[src/rtl/alu_operand_seq_pkg.sv]
// -----------------------------------------------------------------------------
// alu_operand_seq_pkg
// Shared types and constants for the ALU operand-fetch / write-back sequencer.
//   seq_state_t  : sequencer FSM states (IDLE -> EXEC -> WB -> IDLE)
//   ALU_SEL_W    : width of the ALU function select
//   DEF_*        : default datapath, immediate and register-file sizes
// -----------------------------------------------------------------------------
package alu_operand_seq_pkg;

  localparam int ALU_SEL_W  = 3;
  localparam int DEF_DATA_W = 32;
  localparam int DEF_IMM_W  = 16;
  localparam int DEF_NREG   = 8;

  typedef enum logic [1:0] {
    IDLE = 2'd0,
    EXEC = 2'd1,
    WB   = 2'd2
  } seq_state_t;

endpackage

[src/rtl/alu_operand_seq_regfile.sv]
// -----------------------------------------------------------------------------
// alu_regfile
// NREG x DATA_W register file: one synchronous write port, three asynchronous
// read ports (operand A, operand B, debug) and an asynchronous active-low
// clear of every entry.
// Ports:
//   clk, rst_n          clock / async active-low clear
//   we, waddr, wdata    write port
//   ra_addr / ra_data   operand A read
//   rb_addr / rb_data   operand B read
//   dbg_addr / dbg_data debug read
// -----------------------------------------------------------------------------
module alu_regfile
  import alu_operand_seq_pkg::*;
#(
  parameter int DATA_W = DEF_DATA_W,
  parameter int NREG   = DEF_NREG,
  parameter int AW     = $clog2(NREG)
) (
  input  logic              clk,
  input  logic              rst_n,
  input  logic              we,
  input  logic [AW-1:0]     waddr,
  input  logic [DATA_W-1:0] wdata,
  input  logic [AW-1:0]     ra_addr,
  output logic [DATA_W-1:0] ra_data,
  input  logic [AW-1:0]     rb_addr,
  output logic [DATA_W-1:0] rb_data,
  input  logic [AW-1:0]     dbg_addr,
  output logic [DATA_W-1:0] dbg_data
);

  logic [DATA_W-1:0] regs_q [NREG];
  logic [DATA_W-1:0] regs_d [NREG];

  always_comb begin
    regs_d = regs_q;
    if (we) begin
      regs_d[waddr] = wdata;
    end
  end

  always_ff @(posedge clk or negedge rst_n) begin
    if (!rst_n) begin
      for (int i = 0; i < NREG; i++) begin
        regs_q[i] <= '0;
      end
    end else begin
      regs_q <= regs_d;
    end
  end

  // Reads see committed contents only, so operands captured on the accept
  // edge are the pre-edge values even when the same edge performs a write.
  assign ra_data  = regs_q[ra_addr];
  assign rb_data  = regs_q[rb_addr];
  assign dbg_data = regs_q[dbg_addr];

endmodule

[src/rtl/alu_operand_seq.sv]
// -----------------------------------------------------------------------------
// alu_operand_seq
// Operand-fetch and write-back sequencer in front of a combinational ALU.
// Accepts reg-reg / reg-imm commands on a valid/ready handshake, drives the
// ALU operands and select from registers, then writes the ALU result back.
// One command every three cycles: accept (IDLE) -> EXEC -> WB.
// Ports:
//   clk, rst_n                       clock / async active-low reset
//   cmd_valid/cmd_ready              command handshake (ready only in IDLE)
//   cmd_op/rd/ra/rb/imm_en/imm       command fields
//   alu_a, alu_b, alu_s              registered ALU inputs
//   alu_result                       combinational ALU output
//   done, done_data                  one-cycle write-back pulse and value
//   ld_en, ld_addr, ld_data          external register load (IDLE only)
//   dbg_addr, dbg_data               asynchronous debug read
// -----------------------------------------------------------------------------
module alu_operand_seq
  import alu_operand_seq_pkg::*;
#(
  parameter int DATA_W = DEF_DATA_W,
  parameter int NREG   = DEF_NREG,
  parameter int AW     = $clog2(NREG),
  parameter int IMM_W  = DEF_IMM_W
) (
  input  logic                 clk,
  input  logic                 rst_n,
  input  logic                 cmd_valid,
  output logic                 cmd_ready,
  input  logic [ALU_SEL_W-1:0] cmd_op,
  input  logic [AW-1:0]        cmd_rd,
  input  logic [AW-1:0]        cmd_ra,
  input  logic [AW-1:0]        cmd_rb,
  input  logic                 cmd_imm_en,
  input  logic [IMM_W-1:0]     cmd_imm,
  output logic [DATA_W-1:0]    alu_a,
  output logic [DATA_W-1:0]    alu_b,
  output logic [ALU_SEL_W-1:0] alu_s,
  input  logic [DATA_W-1:0]    alu_result,
  output logic                 done,
  output logic [DATA_W-1:0]    done_data,
  input  logic                 ld_en,
  input  logic [AW-1:0]        ld_addr,
  input  logic [DATA_W-1:0]    ld_data,
  input  logic [AW-1:0]        dbg_addr,
  output logic [DATA_W-1:0]    dbg_data
);

  seq_state_t           state_q, state_d;
  logic [DATA_W-1:0]    alu_a_q, alu_a_d;
  logic [DATA_W-1:0]    alu_b_q, alu_b_d;
  logic [ALU_SEL_W-1:0] alu_s_q, alu_s_d;
  logic [AW-1:0]        rd_q, rd_d;
  logic                 done_q, done_d;
  logic [DATA_W-1:0]    done_data_q, done_data_d;
  logic                 cmd_ready_q, cmd_ready_d;

  logic                 rf_we;
  logic [AW-1:0]        rf_waddr;
  logic [DATA_W-1:0]    rf_wdata;
  logic [DATA_W-1:0]    ra_data;
  logic [DATA_W-1:0]    rb_data;
  logic [DATA_W-1:0]    imm_sext;

  assign imm_sext = {{(DATA_W-IMM_W){cmd_imm[IMM_W-1]}}, cmd_imm};

  alu_regfile #(
    .DATA_W (DATA_W),
    .NREG   (NREG),
    .AW     (AW)
  ) u_regfile (
    .clk      (clk),
    .rst_n    (rst_n),
    .we       (rf_we),
    .waddr    (rf_waddr),
    .wdata    (rf_wdata),
    .ra_addr  (cmd_ra),
    .ra_data  (ra_data),
    .rb_addr  (cmd_rb),
    .rb_data  (rb_data),
    .dbg_addr (dbg_addr),
    .dbg_data (dbg_data)
  );

  // Next-state logic. The write port is shared: the ALU write-back owns it
  // in EXEC; in IDLE an external load may use it only when no command is
  // accepted on the same edge (the command wins).
  always_comb begin
    state_d     = state_q;
    alu_a_d     = alu_a_q;
    alu_b_d     = alu_b_q;
    alu_s_d     = alu_s_q;
    rd_d        = rd_q;
    done_d      = done_q;
    done_data_d = done_data_q;
    rf_we       = 1'b0;
    rf_waddr    = ld_addr;
    rf_wdata    = ld_data;

    case (state_q)
      IDLE: begin
        if (cmd_valid && cmd_ready_q) begin
          alu_a_d = ra_data;
          alu_b_d = cmd_imm_en ? imm_sext : rb_data;
          alu_s_d = cmd_op;
          rd_d    = cmd_rd;
          state_d = EXEC;
        end else if (ld_en) begin
          rf_we = 1'b1;
        end
      end
      EXEC: begin
        rf_we       = 1'b1;
        rf_waddr    = rd_q;
        rf_wdata    = alu_result;
        done_d      = 1'b1;
        done_data_d = alu_result;
        state_d     = WB;
      end
      WB: begin
        done_d  = 1'b0;
        state_d = IDLE;
      end
      default: begin
        state_d = IDLE;
      end
    endcase

    // Ready is a registered decode of the next state, so it never depends
    // combinationally on cmd_valid.
    cmd_ready_d = (state_d == IDLE);
  end

  always_ff @(posedge clk or negedge rst_n) begin
    if (!rst_n) begin
      state_q     <= IDLE;
      alu_a_q     <= '0;
      alu_b_q     <= '0;
      alu_s_q     <= '0;
      rd_q        <= '0;
      done_q      <= 1'b0;
      done_data_q <= '0;
      cmd_ready_q <= 1'b1;
    end else begin
      state_q     <= state_d;
      alu_a_q     <= alu_a_d;
      alu_b_q     <= alu_b_d;
      alu_s_q     <= alu_s_d;
      rd_q        <= rd_d;
      done_q      <= done_d;
      done_data_q <= done_data_d;
      cmd_ready_q <= cmd_ready_d;
    end
  end

  assign cmd_ready = cmd_ready_q;
  assign alu_a     = alu_a_q;
  assign alu_b     = alu_b_q;
  assign alu_s     = alu_s_q;
  assign done      = done_q;
  assign done_data = done_data_q;

endmodule

[config.mk]
export PLATFORM = sky130hd
export DESIGN_NAME = alu_operand_seq
export DESIGN_NICKNAME = d
export VERILOG_FILES = /design/src/rtl/alu_operand_seq_pkg.sv /design/src/rtl/alu_operand_seq_regfile.sv /design/src/rtl/alu_operand_seq.sv
export SDC_FILE = /design/constraint.sdc
export NUM_CORES = 1
export LEC_CHECK = 0
export ABC_CLOCK_PERIOD_IN_PS = 3000
export CORE_MARGIN = 2
export CORE_UTILIZATION = 51
export DETAILED_ROUTE_END_ITERATION = 10
export PLACE_DENSITY = 0.88
export RECOVER_POWER = 100
export SYNTH_ARGS = -nofsm -noshare
export SYNTH_HDL_FRONTEND = slang
export SYNTH_SLANG_ARGS = --single-unit
[constraint.sdc]
create_clock -name clk -period 3 [get_ports clk]
set_input_delay 0.9 -clock clk [delete_from_list [all_inputs] [get_ports clk]]
set_output_delay 0.9 -clock clk [all_outputs]
set_load 0.05 [all_outputs]
==> Flow_metrics.wiki, run 1 <==
{| class="wikitable"
! Metric !! Value
|-
| Post-detailed-route via-to-cell ratio || 6.441
|-
| Total number of vias || 14.74k
|-
| Number of cells on the worst hold path || 2
|-
| Gate count after technology mapping || 1484
|-
| Placed Cells incl. Taps || 2204
|-
| Pwr per Cell Area || roughly 1100 nW/um^2
|-
| Sequential area share after synthesis || 0.4531
|-
| Outcome || complete, but fails checks
|-
| Final Worst Setup Slack || -89.92 ps
|-
| Chain of cells forming the critical path || buf_16 > buf_12 > mux4_2 > mux2_4 > buf_6
|-
| Post-DR wirelength/cell || 26.23 um
|-
| Row count || 72
|-
| Footprint of the flip-flops and latches || ~9000 um^2
|-
| Count of cell types in the netlist || 40
|-
| Routed wire length || 60010 um
|-
| Area growth, synth to finish || 23.67%
|-
| Total count of hold-check failures in the final report || 0
|-
| Type of element capturing the critical path || primary output
|-
| Net count, final || 1844
|-
| Post-synthesis average cell area || 13.47 um^2
|-
| Setup Buffers After CTS || 0
|-
| Origin of the worst min-delay path || alu_a[15]
|-
| Multi-input gate area in the final layout || 9956 um^2
|-
| Share of the clock period used by the worst path || 1.030
|-
| Max-slew headroom || -0.3030
|-
| Tot GR Track Use || 0.2980
|-
| Router iterations before antenna repair || 5
|-
| Leakage || 0.01078 uW
|-
| Sink count of the clock tree || 362
|-
| Final standard cell count with taps included and fillers excluded || ~2.3k
|-
| End of the worst register-to-register path || u_regfile.regs_q[179]
|-
| Worst Path Class, Setup || in2out
|-
| I/O pin total || 236
|-
| Slowest library cell on the worst path || sky130_fd_sc_hd__mux4_2
|-
| Kind of start point of the critical path || input port
|-
| Post-synthesis instance area || ~20000 um^2
|-
| PnR Total Power || 27780 uW
|-
| Final routed DRC violation total || 0
|-
| Req. time, crit path || 2100 ps
|-
| Number of buffers added on ports || 235
|-
| Arr. time, crit path || ~2200 ps
|-
| Global-route wire length before repair || ~93000 um
|-
| Reg-to-Reg Start || state_q[1]
|-
| RSZ-0062 raised after global routing || yes
|-
| Number of global-route vias before repair || 15.84k
|-
| Clock tree from TritonCTS || done
|-
| Final-layout fill cell count || 2707
|-
| Max Slew Vio Count || 65
|-
| Min-Delay Endpoint || alu_a[15]
|-
| Maximum number of pins on one net before global-route repair || 66
|-
| Maximum net fanout on the critical path || 6
|-
| Share of final-layout standard cells stronger than drive strength 1 || 0.3363
|-
| Clock skew || about 17 ps
|-
| Maximum resistive drop on vdd || 0.7198 mV
|-
| Synthesis warning total || 0
|-
| Horizontal extent of the die || ~200 um
|-
| Library cell used as clock root buffer || sky130_fd_sc_hd__clkbuf_16
|-
| Tmin final || between 3000 and 4000 ps
|-
| Max-capacitance violation count || 1
|-
| Global placement routability congestion || a little under 0.9
|-
| Antenna violations before repair || 2
|-
| Slack of the worst reg-to-reg path || 60 ps
|-
| Crit path largest cell delay || 510 ps
|-
| Number of buffers inserted during clock tree synthesis || 41
|-
| Number of register bits inferred by synthesis || 362
|-
| Core Footprint || 38650 um^2
|-
| Chip Height || 202.0 um
|-
| DIE AREA || roughly 41000 um^2
|-
| Grt ovf || 0
|-
| Clk slew on worst S/H paths || 60 ps
|-
| Synth Net Count || 1591
|-
| Final setup fails || 32
|-
| Depth of the most critical reg-to-reg path || 6
|-
| Starting Density || 0.5174
|-
| Share of the core filled with cells || 0.6398
|-
| Post-DP HPWL || 38530 um
|-
| Maximum clock frequency || 323.6 MHz
|-
| Worst-Skew Late Latency || 560 ps
|-
| Violations in the final reports || max-capacitance violations, max-slew violations, negative setup slack
|-
| Transition at the pin with the smallest max-transition slack || 1955 ps
|-
| Min-Delay Path Class || reg2reg
|-
| Area post-placement || approximately 23000 um^2
|-
| Post-layout instance area || 24730 um^2
|-
| DRC violation total after the first TritonRoute iteration || 1255
|-
| H-tree levels || 2
|-
| Max Buffers Root-to-Sink || 3
|-
| Post-route antenna net violation count || 0
|}
cells in the mapped netlist, drive strengths merged:
| master | number | area (um^2) |
|---|---|---|
| a22oi | 13 | 102.6 |
| a32oi | 1 | 16.27 |
| dfstp | 1 | 26.28 |
| nand2b | 3 | 18.77 |
| a32o | 1 | 10.01 |
| buf | 70 | 516.7 |
| a2bb2oi | 1 | 15.01 |
| a31oi | 1 | 21.27 |
| nand3 | 20 | 112.6 |
| mux4 | 145 | 3266 |
| a221oi | 17 | 148.9 |
| inv | 69 | 259.0 |
| mux2i | 128 | 1294 |
| o21ai | 123 | 615.6 |
| nor3 | 15 | 142.6 |
| o22ai | 18 | 112.6 |
| dfrtp | 361 | 9034 |
| nand3b | 9 | 67.56 |
| mux2 | 289 | 3390 |
| or2 | 1 | 6.260 |
| a21oi | 18 | 90.09 |
| nand2 | 91 | 341.6 |
| nor2b | 3 | 18.77 |
| and2 | 1 | 6.260 |
| and3 | 2 | 12.51 |
| clkbuf | 47 | 176.4 |
| a31o | 1 | 8.760 |
| nor2 | 31 | 116.4 |
| ha | 4 | 50.05 |
kinds of logic (layout without fill, tap and decap cells):
family          count (synthesis)  after routing  share of synthesized area
flops                         362            362                     0.4531
other cells                     0              1                          0
simple gates                  176            176                    0.04218
fa+ha+maj                       4              4                   0.002503
mux                           562            562                     0.3975
compound gates                194            194                    0.05707
buf+inv                       186            471                    0.04762
how the worst max path moves through the flow:
stage | slack (ps) | start | cells after the start | endpoint
floorplan | 6 | dbg_addr[1] | 4 | dbg_data[4]
global placement | -240 | dbg_addr[0] | 5 | dbg_data[13]
detailed placement | -270 | dbg_addr[0] | 5 | dbg_data[13]
CTS | -80 | dbg_addr[0] | 5 | dbg_data[13]
global route | -110 | dbg_addr[0] | 5 | dbg_data[29]
finish | -90 | dbg_addr[0] | 5 | dbg_data[13]
where the power goes:
part / switching [uW] / total (uW) / leakage, uW / internal (uW)
registers: 2330 / 9600 / 0.00442 / 7270
clock network: 2080 / 5180 / 0.000694 / 3100
logic: 7150 / 13000 / 0.00566 / 5850
critical path, delay by kind of cell:
family | cells | cell delay [ps]
buffers and inverters | 3 | 460
multiplexers | 2 | 820
area by class of cell:
cell class / instances / share of cell area
well taps: 518 / 0.02621
inverters: 69 / 0.01047
repair buffers: 327 / 0.1381
diodes: 1 / 0.0001012
clock inverters: 17 / 0.008400
flip-flops and latches: 362 / 0.3664
clock buffers: 58 / 0.04772
multi-input cells: 936 / 0.4026
repair_timing:
item                                    CTS  global route
hold buffers                              0             0
gates resized for setup                  54             0
endpoints found under the setup margin   32            32
cloned                                    8             0
layout by cell type (no fill, tap or decap), drive strengths merged, types with 91 or more instances in the layout:
master,count
dlygate4sd3,103
mux2,289
mux4,145
buf,96
dfrtp,361
o21ai,123
mux2i,128
nand2,91
clkbuf,95
clkdlybuf4s50,91
flip-flops by register name, indices dropped and copies added (netlist names):
name,cells
done,1
alu_b,32
rd_q,3
done_data,32
cmd_ready,1
u_regfile.regs_q,256
alu_s,3
state_q,2
alu_a,32
through the flow:
stage,worst slack (ps),hold WS [ps],setup TNS (ps)
final,-89.92,476.4,-1621
after detailed placement,-267.6,462.6,-7185
after global routing,-111.8,489.4,-2730
after CTS,-83.15,356.7,-1513
after floorplan,6.209,492.5,0
after global placement,-235.9,463.2,-6548
layer usage:
metal | wire length [um] | vias up | global-route usage
met5 | 14 | - | 0
met4 | 2888 | 2 | 0.1392
met3 | 5251 | 228 | 0.06321
met2 | 29010 | 844 | 0.4887
met1 | 22850 | 7601 | 0.3816
li1 | - | 6063 | -
Power figures use the tool's default switching activity.
==> inputs of run 2 (changes only) <==
--- a/config.mk
+++ b/config.mk
@@ -5,7 +5,7 @@
 export SDC_FILE = /design/constraint.sdc
 export NUM_CORES = 1
 export LEC_CHECK = 0
-export ABC_CLOCK_PERIOD_IN_PS = 3000
+export ABC_CLOCK_PERIOD_IN_PS = 2700
 export CORE_MARGIN = 2
 export CORE_UTILIZATION = 51
 export DETAILED_ROUTE_END_ITERATION = 10
==> constraint.sdc (replaced) <==
create_clock -name clk -period 2.7 [get_ports clk]
set_input_delay 0.81 -clock clk [delete_from_list [all_inputs] [get_ports clk]]
set_output_delay 0.81 -clock clk [all_outputs]
set_load 0.05 [all_outputs]
==> Flow_metrics.wiki, run 2 (synthesized netlist as in run 1, its figures left out) <==
{| class="wikitable"
! Metric !! Value
|-
| Share of final-layout standard cells stronger than drive strength 1 || 0.3583 (+0.02195)
|-
| Most used cell, CP || sky130_fd_sc_hd__buf_16
|-
| Clk slew on worst S/H paths || 60 ps (about the same)
|-
| Depth of the most critical reg-to-reg path || 8 (+2)
|-
| Worst-Skew Late Latency || 560 ps (about the same)
|-
| Core Footprint || 38650 um^2 (unchanged)
|-
| Req. time, crit path || 1890 ps (-210 ps)
|-
| Number of buffers inserted during clock tree synthesis || 40 (-2.4%)
|-
| Post-DP HPWL || 38520 um (about the same)
|-
| Placed Cells incl. Taps || 2221 (+0.77%)
|-
| Global placement routability congestion || 0.8778 (+1.4%)
|-
| Diode count || 0 (-1)
|-
| Chip Height || 202.0 um (unchanged)
|-
| Grt ovf || 0 (unchanged)
|-
| End of the worst register-to-register path || u_regfile.regs_q[177]
|-
| Max Slew Vio Count || 0 (-100%)
|-
| Clock tree from TritonCTS || done
|-
| Global-route wire length before repair || 91540 um (-1.6%)
|-
| Transition at the pin with the smallest max-transition slack || 1240 ps (-714.7 ps)
|-
| Max-slew headroom || 0.1734 (+0.4764)
|-
| Max Buffers Root-to-Sink || 3 (unchanged)
|-
| Final setup fails || 40 (+25%)
|-
| Maximum net fanout on the critical path || 6 (unchanged)
|-
| Final routed DRC violation total || 0 (unchanged)
|-
| Hold-fix buffer count after cts || 0 (unchanged)
|-
| Sink count of the clock tree || 362 (unchanged)
|-
| Dominant delay contributor by cell family on the critical path || multiplexers
|-
| Net count, final || 1865 (+1.1%)
|-
| Min-Delay Path Class || reg2reg
|-
| Total count of hold-check failures in the final report || 0 (unchanged)
|-
| I/O pin total || 236 (unchanged)
|-
| Maximum clock frequency || ~340 MHz
|-
| PnR Total Power || 31330 uW (+13%)
|-
| Area growth, synth to finish || 25.46%
|-
| Share of the clock period used by the worst path || 1.104
|-
| Worst Path Class, Setup || in2out
|-
| Reg-to-Reg Start || state_q[1]
|-
| Leakage || 0.01099 uW (+2.0%)
|-
| H-tree levels || 2 (unchanged)
|-
| Number of buffers added on ports || 235 (unchanged)
|-
| RSZ-0062 raised after global routing || yes
|-
| Violations in the final reports || negative setup slack
|-
| DRC violation total after the first TritonRoute iteration || 1386 (+10%)
|-
| DIE AREA || 40810 um^2 (unchanged)
|-
| Starting Density || 0.5174 (unchanged)
|-
| Number of global-route vias before repair || 15.72k (-0.72%)
|-
| Tot GR Track Use || 0.2921 (-0.005898)
|-
| Origin of the worst min-delay path || alu_a[15]
|-
| Post-detailed-route via-to-cell ratio || 6.380 (-0.95%)
|-
| Antenna violations before repair || 1 (-1)
|-
| Buffers and inverters on the worst path || 4 (+1)
|-
| Leading cell types in the layout, fill and taps excluded || sky130_fd_sc_hd__dfrtp_1, sky130_fd_sc_hd__mux2_2, sky130_fd_sc_hd__mux4_2
|-
| Register with the highest flop count || u_regfile.regs_q
|-
| Router iterations before antenna repair || 5 (unchanged)
|-
| Post-DR wirelength/cell || 25.85 um (-1.4%)
|-
| Maximum number of pins on one net before global-route repair || 57 (-14%)
|-
| Routed wire length || 59640 um (-0.63%)
|-
| Post-route antenna net violation count || 0 (unchanged)
|-
| Min-Delay Endpoint || alu_a[15]
|-
| Total number of vias || 14.72k (-0.13%)
|-
| Clock skew || 29.99 ps (+12.66 ps)
|-
| Kind of start point of the critical path || input port
|-
| Crit path largest cell delay || 500 ps (about the same)
|-
| Final-layout setup total negative slack || -7858 ps (-6237 ps)
|-
| Horizontal extent of the die || 202.0 um (unchanged)
|-
| Pwr per Cell Area || 1249 nW/um^2 (+11%)
|-
| Row count || 72 (unchanged)
|-
| Outcome || complete, but fails checks
|-
| Final Worst Setup Slack || -281.4 ps (-191.5 ps)
|-
| Max-capacitance violation count || 0 (-1)
|-
| Maximum resistive drop on vdd || 0.9551 mV (+33%)
|-
| Library cell used as clock root buffer || sky130_fd_sc_hd__clkbuf_16
|-
| Chain of cells forming the critical path || buf_16 > buf_12 > buf_16 > mux4_2 > mux2_4 > buf_6
|-
| Final standard cell count with taps included and fillers excluded || 2307 (+0.83%)
|-
| Slack of the worst reg-to-reg path || 20 ps (-40 ps)
|-
| Slowest library cell on the worst path || sky130_fd_sc_hd__mux4_2
|-
| Number of cells on the worst hold path || 2 (unchanged)
|-
| Arr. time, crit path || 2170 ps (-20 ps)
|-
| Leading cell type in the layout, fill and taps excluded || sky130_fd_sc_hd__dfrtp_1
|-
| Tmin final || 2981 ps
|-
| Type of element capturing the critical path || primary output
|-
| Max reg flops || 256 (unchanged)
|}
## run 2: cell count changes in the layout (fill, tap and decap cells not counted), sizes merged
cell           change
clkdlybuf4s50     +10
clkbuf             -1
bufinv             +1
buf               +22
clkinvlp           +3
inv                -2
diode              -1
dlygate4sd3       -11
clkinv             -2
## run 2: layout make-up
type	instances	area, um^2
Clock buffer	56	1204
Clock inverter	17	236.5
Fill cell	2654	13560
Inverter	69	259.0
Multi-Input combinational cell	936	10020
Sequential cell	362	9060
Tap cell	518	648.1
Timing Repair Buffer	349	3655
## run 2: where the power goes
| group | internal [uW] | switching, uW |
|---|---|---|
| combinational | 6730 | 8010 |
| clock | 3600 | 2290 |
| sequential | 8080 | 2620 |
| total | 18400 | 12900 |
## run 2: worst max path at each step
stage | start | to | slack, ps | cells after the start
finish | dbg_addr[0] | dbg_data[24] | -280 | 6
global route | dbg_addr[0] | dbg_data[24] | -300 | 6
CTS | dbg_addr[0] | dbg_data[18] | -270 | 6
detailed placement | dbg_addr[0] | dbg_data[0] | -410 | 5
global placement | dbg_addr[0] | dbg_data[0] | -390 | 5
floorplan | dbg_addr[0] | dbg_data[10] | -50 | 4
## run 2: per-layer routing
metal  part of all wire  GRT usage  up-vias
li1                   -          -     6082
met5                  0          0        -
met2               0.49     0.4842      827
met4              0.038     0.1239        0
met1               0.38     0.3753     7645
met3              0.090    0.06095      165
## run 2: per-stage QoR
stage | worst slack [ps] | utilization | instance area, um^2 | hold slack (ps)
after floorplan | -47.47 | - | 20250 | 492.5
after global placement | -393.9 | 0.6107 | 23600 | 463.5
after detailed placement | -409.4 | 0.6107 | 23600 | 467.6
after CTS | -271.6 | 0.6578 | 25420 | 188.1
after global routing | -296.3 | 0.6491 | 25090 | 510.6
final | -281.4 | 0.6491 | 25090 | 477.0
## run 2: timing repair
action / CTS / global route
endpoints found under the setup margin: 32 / 32
buffers inserted: 3 / 4
gates resized for setup: 48 / 4
pin swaps: 0 / 0
cloned: 6 / 2
## run 2: worst reg2reg max path, stage by stage (launching register included)
cell and delay, ps:
sky130_fd_sc_hd__dfrtp_1 380, sky130_fd_sc_hd__inv_1 110, sky130_fd_sc_hd__ha_1 380, sky130_fd_sc_hd__buf_4 350, sky130_fd_sc_hd__nand2_1 140, sky130_fd_sc_hd__a2bb2oi_2 170
sky130_fd_sc_hd__nor3_1 190, sky130_fd_sc_hd__clkbuf_4 450, sky130_fd_sc_hd__mux2_2 420
==> inputs of run 3 (changes only) <==
--- a/config.mk
+++ b/config.mk
@@ -10,7 +10,7 @@
 export CORE_UTILIZATION = 51
 export DETAILED_ROUTE_END_ITERATION = 10
 export PLACE_DENSITY = 0.88
-export RECOVER_POWER = 100
+export RECOVER_POWER = 25
 export SYNTH_ARGS = -nofsm -noshare
 export SYNTH_HDL_FRONTEND = slang
 export SYNTH_SLANG_ARGS = --single-unit
==> Flow_metrics.wiki, run 3 (synthesized netlist as in run 1, its figures left out) <==
{| class="wikitable"
! Metric !! Value
|-
| Share of final-layout standard cells stronger than drive strength 1 || 0.3689 (+0.01062)
|-
| Router iterations before antenna repair || 5 (unchanged)
|-
| Worst Path Class, Setup || in2out
|-
| Global placement routability congestion || 0.8778 (unchanged)
|-
| Max Slew Vio Count || 0 (unchanged)
|-
| RSZ-0062 raised after global routing || yes
|-
| Clk slew on worst S/H paths || 60 ps (about the same)
|-
| Max-slew headroom || 0.1639 (-0.009527)
|-
| Clock skew || 31.00 ps (+1.019 ps)
|-
| Leading cell types in the layout, fill and taps excluded || sky130_fd_sc_hd__dfrtp_1, sky130_fd_sc_hd__mux2_2, sky130_fd_sc_hd__clkdlybuf4s50_1
|-
| DIE AREA || 40810 um^2 (unchanged)
|-
| I/O pin total || 236 (unchanged)
|-
| Type of element capturing the critical path || primary output
|-
| Horizontal extent of the die || 202.0 um (unchanged)
|-
| Clock tree from TritonCTS || done
|-
| Antenna violations before repair || 0 (-1)
|-
| Slowest library cell on the worst path || sky130_fd_sc_hd__mux4_2
|-
| Proportion of total power due to net switching || 0.4093 (-0.003076)
|-
| Min-Delay Path Class || reg2reg
|-
| Outcome || complete, but fails checks
|-
| Worst-Skew Late Latency || 560 ps (about the same)
|-
| Maximum resistive drop on vdd || 0.9787 mV (+2.5%)
|-
| Diode count || 0 (unchanged)
|-
| DRC violation total after the first TritonRoute iteration || 1389 (+0.22%)
|-
| Number of buffers inserted during clock tree synthesis || 40 (unchanged)
|-
| Relative contribution of combinational cells to total power || 0.478 (+0.008)
|-
| Crit path largest cell delay || 500 ps (about the same)
|-
| Post-DR wirelength/cell || 25.82 um (about the same)
|-
| Routed wire length || 59580 um (about the same)
|-
| Tot GR Track Use || 0.2921 (unchanged)
|-
| Post-route antenna net violation count || 0 (unchanged)
|-
| Register with the highest flop count || u_regfile.regs_q
|-
| Core Footprint || 38650 um^2 (unchanged)
|-
| Chip Height || 202.0 um (unchanged)
|-
| Placement Setup Slack || -409.4 ps (unchanged)
|-
| Max-capacitance violation count || 0 (unchanged)
|-
| Final setup fails || 32 (-20%)
|-
| Maximum number of pins on one net before global-route repair || 57 (unchanged)
|-
| Number of buffers added on ports || 235 (unchanged)
|-
| Chain of cells forming the critical path || buf_16 > buf_12 > buf_16 > mux4_2 > mux2_4 > buf_6
|-
| Final Worst Setup Slack || -281.3 ps (+0.06500 ps)
|-
| Post-detailed-route via-to-cell ratio || 6.346 (-0.54%)
|-
| Reported net switching power || 13050 uW (+0.96%)
|-
| Req. time, crit path || 1890 ps (about the same)
|-
| Library cell used as clock root buffer || sky130_fd_sc_hd__clkbuf_16
|-
| Pwr per Cell Area || 1254 nW/um^2 (+0.41%)
|-
| Arr. time, crit path || 2170 ps (about the same)
|-
| Maximum net fanout on the critical path || 6 (unchanged)
|-
| Global-route wire length before repair || 91540 um (unchanged)
|-
| Most used cell, CP || sky130_fd_sc_hd__buf_16
|-
| Max Buffers Root-to-Sink || 3 (unchanged)
|-
| Kind of start point of the critical path || input port
|-
| Net count, final || 1865 (unchanged)
|-
| Total count of hold-check failures in the final report || 0 (unchanged)
|-
| Starting Density || 0.5174 (unchanged)
|-
| Leading cell type in the layout, fill and taps excluded || sky130_fd_sc_hd__dfrtp_1
|-
| Number of global-route vias before repair || 15.72k (unchanged)
|-
| Tmin final || 2981 ps (-0.06500 ps)
|-
| Total number of vias || 14.64k (-0.54%)
|-
| Row count || 72 (unchanged)
|-
| Transition at the pin with the smallest max-transition slack || 1241 ps (+1.175 ps)
|-
| Violations in the final reports || negative setup slack
|-
| Max reg flops || 256 (unchanged)
|-
| Share of the clock period used by the worst path || 1.104 (about the same)
|-
| Internal || 18830 uW (+2.3%)
|-
| Maximum clock frequency || 335.4 MHz (about the same)
|-
| Part of the power in registers || 0.337 (-0.004)
|-
| Post-DP HPWL || 38520 um (unchanged)
|-
| Share of the core filled with cells || 0.6576 (+0.008515)
|-
| Area growth, synth to finish || 27.11%
|-
| Clock share of power || 0.185 (-0.003)
|-
| Grt ovf || 0 (unchanged)
|-
| Sink count of the clock tree || 362 (unchanged)
|-
| H-tree levels || 2 (unchanged)
|-
| Final routed DRC violation total || 0 (unchanged)
|-
| Leakage || 0.01102 uW (+0.23%)
|}
[run 3: changes by cell type in the layout (fill, tap and decap cells not counted), sizes merged]
cell / before / now
clkdlybuf4s50: 101 / 193
dlygate4sd3: 92 / 0
clkbuf: 94 / 68
buf: 118 / 144
[run 3: final cells by class]
cell class              instances  area [um^2]
clock buffers                  56         1204
clock inverters                17        236.5
fillers                      2592        13230
inverters                      69        259.0
multi-input cells             936        10140
flip-flops and latches        362         9060
well taps                     518        648.1
repair buffers                349         3871
[run 3: metrics by stage]
step | instances | setup TNS, ps | hold WS, ps | total power, uW | area [um^2]
floorplan | 1484 | -1469 | 492.5 | 20500 | 20250
global placement | 2221 | -12590 | 463.5 | 24640 | 23600
detailed placement | 2221 | -15230 | 467.6 | 25370 | 23600
CTS | 2303 | -6534 | 188.1 | 31670 | 25420
global route | 2307 | -7775 | 515.8 | 33230 | 25420
finish | 2307 | -7338 | 482.5 | 31870 | 25420
[run 3: power groups by stage]
stage               logic (uW)  clock network, uW  registers (uW)
floorplan                 8350                  0           12100
global placement         14300                  0           10300
detailed placement       14800                  0           10600
CTS                      15200               5920           10600
global route             16000               6180           11000
finish                   15200               5900           10700
[run 3: per-layer routing]
| metal | GRT usage | vias up | share of wire |
|---|---|---|---|
| li1 | - | 6087 | - |
| met4 | 0.1239 | 0 | 0.040 |
| met1 | 0.3753 | 7530 | 0.37 |
| met5 | 0 | - | 0 |
| met2 | 0.4842 | 842 | 0.50 |
| met3 | 0.06095 | 181 | 0.092 |
[run 3: final timing paths]
path	from	to	slack, ps	cells after the start
setup / recovery	dbg_addr[0]	dbg_data[24]	-280	6
hold / removal	alu_a[6]	alu_a[6]	480	2
setup reg to reg	state_q[1]	u_regfile.regs_q[35]	360	7
hold reg to reg	alu_a[6]	alu_a[6]	480	2
max in group asynchronous	rst_n	u_regfile.regs_q[231]	410	3
min in group asynchronous	rst_n	done_data[27]	520	1
[run 3: what timing repair did]
item                       CTS  global route
buffers inserted             3             4
gates cloned                 6             2
setup endpoints to repair   32            32
hold buffers                 0             0
resized for setup           48             4
[run 3: critical path: cells and delay by family]
kind                   cells  cell delay, ps
buffers and inverters      4             560
muxes                      2             780
